**config.mk**
```make
export PLATFORM = sky130hd
export DESIGN_NAME = mult_res_reader
export DESIGN_NICKNAME = d
export VERILOG_FILES = /design/src/rtl/mult_res_reader_pkg.sv /design/src/rtl/mult_res_reader_fifo.sv /design/src/rtl/mult_res_reader.sv
export SDC_FILE = /design/constraint.sdc
export NUM_CORES = 1
export LEC_CHECK = 0
export CAP_MARGIN = 20
export CORE_ASPECT_RATIO = 0.5
export CORE_MARGIN = 5
export CORE_UTILIZATION = 52
export CTS_BUF_LIST = sky130_fd_sc_hd__clkbuf_8
export DETAILED_ROUTE_END_ITERATION = 16
export GPL_ROUTABILITY_DRIVEN = 0
export GPL_TIMING_DRIVEN = 1
export PLACE_DENSITY = 0.9
export SLEW_MARGIN = 20
export SYNTH_ARGS = -nofsm -noshare
export SYNTH_HDL_FRONTEND = slang
export SYNTH_SLANG_ARGS = --single-unit
```
**constraint.sdc**
```tcl
create_clock -name clk -period 10 [get_ports clk]
set_input_delay 3 -clock clk [delete_from_list [all_inputs] [get_ports clk]]
set_output_delay 3 -clock clk [all_outputs]
set_load 0.02 [all_outputs]
```
**src/rtl/mult_res_reader_pkg.sv**
```systemverilog
// Shared multiplier package: reader FSM state encoding and beat-counter sizing.
package mult_res_reader_pkg;

  typedef enum logic [1:0] {
    IDLE  = 2'd0,
    READ  = 2'd1,
    DRAIN = 2'd2
  } rdState_e;

  function automatic int beatCntWidth(input int width);
    return $clog2(2 * width);
  endfunction

  localparam int BEAT_CNT_W = beatCntWidth(6);

endpackage

```
**src/rtl/mult_res_reader_fifo.sv**
```systemverilog
// skid_fifo2: two-entry FIFO whose head is a plain register, so the
// downstream outputs never pass through combinational muxing.
module skid_fifo2 #(
  parameter int DW = 66
) (
  input  logic          clk,
  input  logic          rst,
  input  logic          push_i,
  input  logic [DW-1:0] pushData_i,
  input  logic          pop_i,
  output logic [DW-1:0] headData_o,
  output logic          headValid_o,
  output logic [1:0]    count_o
);

  logic [DW-1:0] slot0_q;
  logic [DW-1:0] slot1_q;
  logic [1:0]    count_q;

  always_ff @(posedge clk) begin
    if (rst) begin
      slot0_q <= '0;
      slot1_q <= '0;
      count_q <= 2'd0;
    end else begin
      case ({push_i, pop_i})
        2'b10: begin
          if (count_q == 2'd0) slot0_q <= pushData_i;
          else                 slot1_q <= pushData_i;
          count_q <= count_q + 2'd1;
        end
        2'b01: begin
          slot0_q <= slot1_q;
          count_q <= count_q - 2'd1;
        end
        // Pass-through with one entry keeps the new word behind nothing.
        2'b11: begin
          if (count_q == 2'd1) begin
            slot0_q <= pushData_i;
          end else begin
            slot0_q <= slot1_q;
            slot1_q <= pushData_i;
          end
        end
        default: ;
      endcase
    end
  end

  assign headData_o  = slot0_q;
  assign headValid_o = (count_q != 2'd0);
  assign count_o     = count_q;

endmodule

```
**src/rtl/mult_res_reader.sv**
```systemverilog
// Streams both multiplier result operands out through a 2-entry FIFO.
// Define RES_READER_INTERLEAVE_EN to interleave mult_0/mult_1 digits.
module mult_res_reader
  import mult_res_reader_pkg::*;
#(
  parameter int RADIX     = 64,
  parameter int WIDTH     = 6,
  parameter int WIDTH_LOG = $clog2(WIDTH)
) (
  input  logic                 clk,
  input  logic                 rst,
  input  logic                 start,
  output logic                 busy,
  output logic                 done,
  output logic                 mult_0_mem_res_rd_en,
  output logic [WIDTH_LOG-1:0] mult_0_mem_res_rd_addr,
  input  logic [RADIX-1:0]     mult_0_mem_res_dout,
  output logic                 mult_1_mem_res_rd_en,
  output logic [WIDTH_LOG-1:0] mult_1_mem_res_rd_addr,
  input  logic [RADIX-1:0]     mult_1_mem_res_dout,
  output logic                 out_valid,
  input  logic                 out_ready,
  output logic [RADIX-1:0]     out_data,
  output logic                 out_sel,
  output logic                 out_last
);

  localparam int BCW = beatCntWidth(WIDTH);
  localparam int FW  = RADIX + 2;
  localparam logic [BCW-1:0]       LAST_READ = BCW'(2 * WIDTH - 1);
  localparam logic [WIDTH_LOG-1:0] LAST_PTR  = WIDTH_LOG'(WIDTH - 1);

  rdState_e             state_q;
  logic [BCW-1:0]       readCnt_q;
  logic [WIDTH_LOG-1:0] ptr_q;
  logic                 memSel_q;
  logic                 pend_q;
  logic                 pendSel_q;
  logic                 pendLast_q;
  logic                 busy_q;
  logic                 done_q;

  logic [FW-1:0]        headData;
  logic                 headValid;
  logic [1:0]           fifoCount;
  logic                 pop;
  logic                 issue;
  logic                 lastIssue;
  logic [2:0]           fillAfter;
  logic [RADIX-1:0]     retData;

  // A new read lands two edges from now; admit it only if a slot is certain.
  assign pop       = headValid & out_ready;
  assign fillAfter = {1'b0, fifoCount} + {2'b00, pend_q} - {2'b00, pop};
  assign issue     = (state_q == READ) && (fillAfter <= 3'd1);
  assign lastIssue = (readCnt_q == LAST_READ);
  assign retData   = pendSel_q ? mult_1_mem_res_dout : mult_0_mem_res_dout;

  skid_fifo2 #(.DW(FW)) u_fifo (
    .clk         (clk),
    .rst         (rst),
    .push_i      (pend_q),
    .pushData_i  ({pendLast_q, pendSel_q, retData}),
    .pop_i       (pop),
    .headData_o  (headData),
    .headValid_o (headValid),
    .count_o     (fifoCount)
  );

  always_ff @(posedge clk) begin
    if (rst) begin
      state_q    <= IDLE;
      readCnt_q  <= '0;
      ptr_q      <= '0;
      memSel_q   <= 1'b0;
      pend_q     <= 1'b0;
      pendSel_q  <= 1'b0;
      pendLast_q <= 1'b0;
      busy_q     <= 1'b0;
      done_q     <= 1'b0;
    end else begin
      pend_q     <= issue;
      pendSel_q  <= memSel_q;
      pendLast_q <= lastIssue;
      done_q     <= 1'b0;
      case (state_q)
        IDLE: begin
          if (start) begin
            state_q   <= READ;
            busy_q    <= 1'b1;
            readCnt_q <= '0;
            ptr_q     <= '0;
            memSel_q  <= 1'b0;
          end else if (done_q) begin
            busy_q <= 1'b0;
          end
        end
        READ: begin
          if (issue) begin
            readCnt_q <= readCnt_q + BCW'(1);
`ifdef RES_READER_INTERLEAVE_EN
            memSel_q <= ~memSel_q;
            if (memSel_q) ptr_q <= (ptr_q == LAST_PTR) ? '0 : ptr_q + WIDTH_LOG'(1);
`else
            if (ptr_q == LAST_PTR) begin
              ptr_q    <= '0;
              memSel_q <= ~memSel_q;
            end else begin
              ptr_q <= ptr_q + WIDTH_LOG'(1);
            end
`endif
            if (lastIssue) state_q <= DRAIN;
          end
        end
        DRAIN: begin
          if (pop && headData[FW-1]) begin
            state_q <= IDLE;
            done_q  <= 1'b1;
          end
        end
        default: state_q <= IDLE;
      endcase
    end
  end

  assign busy                   = busy_q;
  assign done                   = done_q;
  assign mult_0_mem_res_rd_en   = issue & ~memSel_q;
  assign mult_1_mem_res_rd_en   = issue & memSel_q;
  assign mult_0_mem_res_rd_addr = ptr_q;
  assign mult_1_mem_res_rd_addr = ptr_q;
  assign out_valid              = headValid;
  assign out_last               = headData[FW-1];
  assign out_sel                = headData[FW-2];
  assign out_data               = headData[RADIX-1:0];

endmodule
```
==> flow_summary.toml <==
[status]
status = "completed"

[power_and_ir_drop]
comb_power_share_pct = 37.4
p_int_mw = 1.19
ir_drop_mv = 0.115
p_per_area_mw_per_mm2 = 206
power_leakage_nw = 3.31
switching_share_pct = 36.2
clkPwrFrac_pct = 22.8
power.net_switching_mw = 0.675
pwr-share-seq_pct = 39.8

[timing]
period_needed_ns = 8.95
final.period_utilization_pct = 89.5
setup_viol = 0
max_freq_ghz = 0.112
slew_violations = 0
holdWs_ns = 0.468
hold_viol = 0
finalClockSkew_ns = 0.0121
setup_tns_ns = 0
worst_pin_slew_ns = 1.07
timing.slew.headroom_pct = 28.5
rsz0062_at_grt = "false"

[layout]
nFillCells = 930
area_delta_synth_final_pct = 37.3
final-instance-count-excl-fill = 999
seqCellArea_sq_mm = 0.00299
drive_above_1_share_pct = 11.0
fin_area_sq_mm = 0.00906
multi_input_area_sq_mm = 0.00334
antenna_cells = 0
nets = 953

[grt]
grt_max_degree = 88
grt_use_total_pct = 21.6
grt_pass1_wl_mm = 26.9
antenna_found_initial = 0
grt_pass1_vias = 5698
grt-ovfl-total = 0

[place]
placed_cell_area_sq_mm = 0.00869
hpwl_mm = 11.7
dp.cells = 967
port_buffers = 208

[floorplanning]
fp.dieW_um = 169
dieArea_sq_mm = 0.0152
boundaryPins = 209
start_util_pct = 52.5
dieHeight_um = 89.6
core_area_sq_mm = 0.0126
num_rows = 29

[detailed_routing]
route.detailed.drc = 0
routed_via_density = 5.56
drtIter0Drc = 278
wirelength_mm = 17.4
post_drt_wl_per_cell_um = 17.4
dr_total_vias = 5550
drtPass1Iterations = 4
ant_nets = 0

[yosys]
async_reset_ff_share_pct = 0
syn-cell-area_sq_mm = 0.00660
ys_seq_area_share_pct = 45.2
synth_compound_area_share_pct = 16.5
synth_edf_count = 0
yosys.area.top_type = "dfxtp_1"
postSynthAreaPerCell_sq_um = 10.3
synthCells = 639
ys_warn_count = 0
muxShareOfSynthArea_pct = 24.8
ys_ff_latch = 149
ys_types = 40
synthesis.nets = 776
synthAdderAreaFrac_pct = 1.21
synthFlopType = "dfxtp_1"
synth-simple-area-share_pct = 7.29
synth_area_leaders = "dfxtp_1 45%, mux2i_1 17%, o2bb2ai_1 8.6%, mux2_2 7.5%, nor2_1 4.6%"
synth_top_area_share_pct = 45.2
synth_top_family_by_area = "multiplexers"
synth_xor_area_share_pct = 0.398

[clock_network]
clockBufferDepth = 2
cts_setup_buffers = 0
clockRootBuffer = "clkbuf_8"
cts_hold_buf = 0
cts.sinks = 149
cts_resized = 0
h-tree-depth = 4
tritoncts = "yes"
clk_latency_ns = 0.43
clk_pin_slew_ns = 0.09
numCtsBuffers = 17

[setup_path]
critPathMaxFanout = 5
cp.arrival_ns = 5.95
critical_path_class = "in -> out"
end_kind = "output pin"
rrSetupSlack_ns = 7.00
worst_r2r_path_depth = 10
worst_setup_path_start_kind = "primary input"
r2r_end = "mult_0_mem_res_rd_addr[1]$_SDFFE_PP0P_"
required_ns = 7.00
reg2reg_from = "u_fifo.count_o[1]$_SDFFE_PP0P_"

[worst_hold_path]
hold_depth = 1
min_from = "u_fifo.headData_o[61]$_SDFFE_PP0P_"
min_to = "u_fifo.headData_o[61]$_SDFFE_PP0P_"
worst_hold_path_type = "reg -> reg"

[job]
max-cap-violations = 0
==> power groups by stage <==
stage               clock network [mW]  registers [mW]  logic (mW)
floorplan                            0           0.829       0.338
detailed placement                   0           0.754       0.697
global placement                     0           0.749       0.680
finish                           0.425           0.742       0.697
CTS                              0.434           0.742       0.700
global route                     0.463           0.754       0.744
==> layer usage <==
metal	up-vias	GRT usage, %	part of all wire, %
li1	2699	-	-
met1	2683	24.9	41
met2	138	40.9	52
met3	30	4.11	4.2
met4	0	8.40	2.4
met5	-	0	0
==> worst max-delay path by stage <==
stage                   start              endpoint  slack [ns]
finish              out_ready  mult_0_mem_res_rd_en        1.05
global route        out_ready  mult_0_mem_res_rd_en        0.82
CTS                 out_ready  mult_0_mem_res_rd_en        1.06
floorplan           out_ready  mult_0_mem_res_rd_en        1.86
global placement    out_ready  mult_1_mem_res_rd_en        1.13
detailed placement  out_ready  mult_0_mem_res_rd_en        1.10
==> logic make-up (layout without fill, tap and decap cells) <==
logic type | after synthesis | in the layout
and+or+nand+nor | 112 | 112
buffers and inverters | 64 | 254
muxes | 158 | 158
xor gates and xnor gates | 3 | 3
adders and majority gates | 6 | 6
AOI/OAI and AO/OA | 147 | 147
DFF | 149 | 149
==> layout by cell type, fill, tap and decap left out, types with 8 or more instances in the layout <==
cell | synthesis | routed
clkdlybuf4s50_1 | 0 | 207
a211oi_1 | 24 | 24
clkbuf_8 | 0 | 18
dfxtp_1 | 149 | 148
nor2_1 | 81 | 81
nand2_1 | 8 | 8
a21oi_1 | 28 | 28
mux2i_1 | 114 | 114
o2bb2ai_1 | 65 | 65
a31oi_1 | 21 | 21
mux2_2 | 44 | 44
==> sequential cells by signal, indices dropped and copies added (netlist names) <==
name                    count
u_fifo.headData_o          66
u_fifo.slot1_q             66
readCnt_q                   4
mult_0_mem_res_rd_addr      3
state_q                     2
u_fifo.count_o              2
busy                        1
done                        1
memSel_q                    1
pendLast_q                  1
pendSel_q                   1
pend_q                      1
==> cell usage after synthesis, types with 2 or more instances <==
library cell    n
dfxtp_1       149
mux2i_1       114
nor2_1         81
o2bb2ai_1      65
mux2_2         44
a21oi_1        28
a211oi_1       24
buf_2          22
a31oi_1        21
clkbuf_1       17
buf_1          12
nand2_1         8
inv_1           6
buf_4           4
ha_1            4
nor2b_1         4
nand4_1         3
nor3_1          3
o21ai_0         3
a32oi_1         2
and2_1          2
buf_6           2
nand3_1         2
nor3b_1         2
xor2_1          2
==> worst max-delay path, cell delays in order <==
cell	delay [ns]
clkdlybuf4s50_1	0.54
nor2b_4	0.19
xnor2_1	0.16
ha_1	0.20
fa_1	0.45
nor3b_1	0.45
nand2_1	0.20
nor2_1	0.13
clkdlybuf4s50_1	0.61
==> cell type report <==
type / count / area share [%]
clock buffers: 18 / 2.74
inverters: 7 / 0.290
repair buffers: 215 / 23.5
flip-flops and latches: 149 / 33.0
well taps: 170 / 2.35
clock inverters: 14 / 1.28
multi-input cells: 426 / 36.8
==> through the flow <==
step	total power [mW]	utilization, %	worst slack, ns
after floorplan	1.17	-	1.86
after global placement	1.43	69.2	1.13
after detailed placement	1.45	69.2	1.10
after CTS	1.88	72.1	1.06
after global routing	1.96	72.1	0.818
final	1.86	72.1	1.05
(Power assumes the default switching activity.)
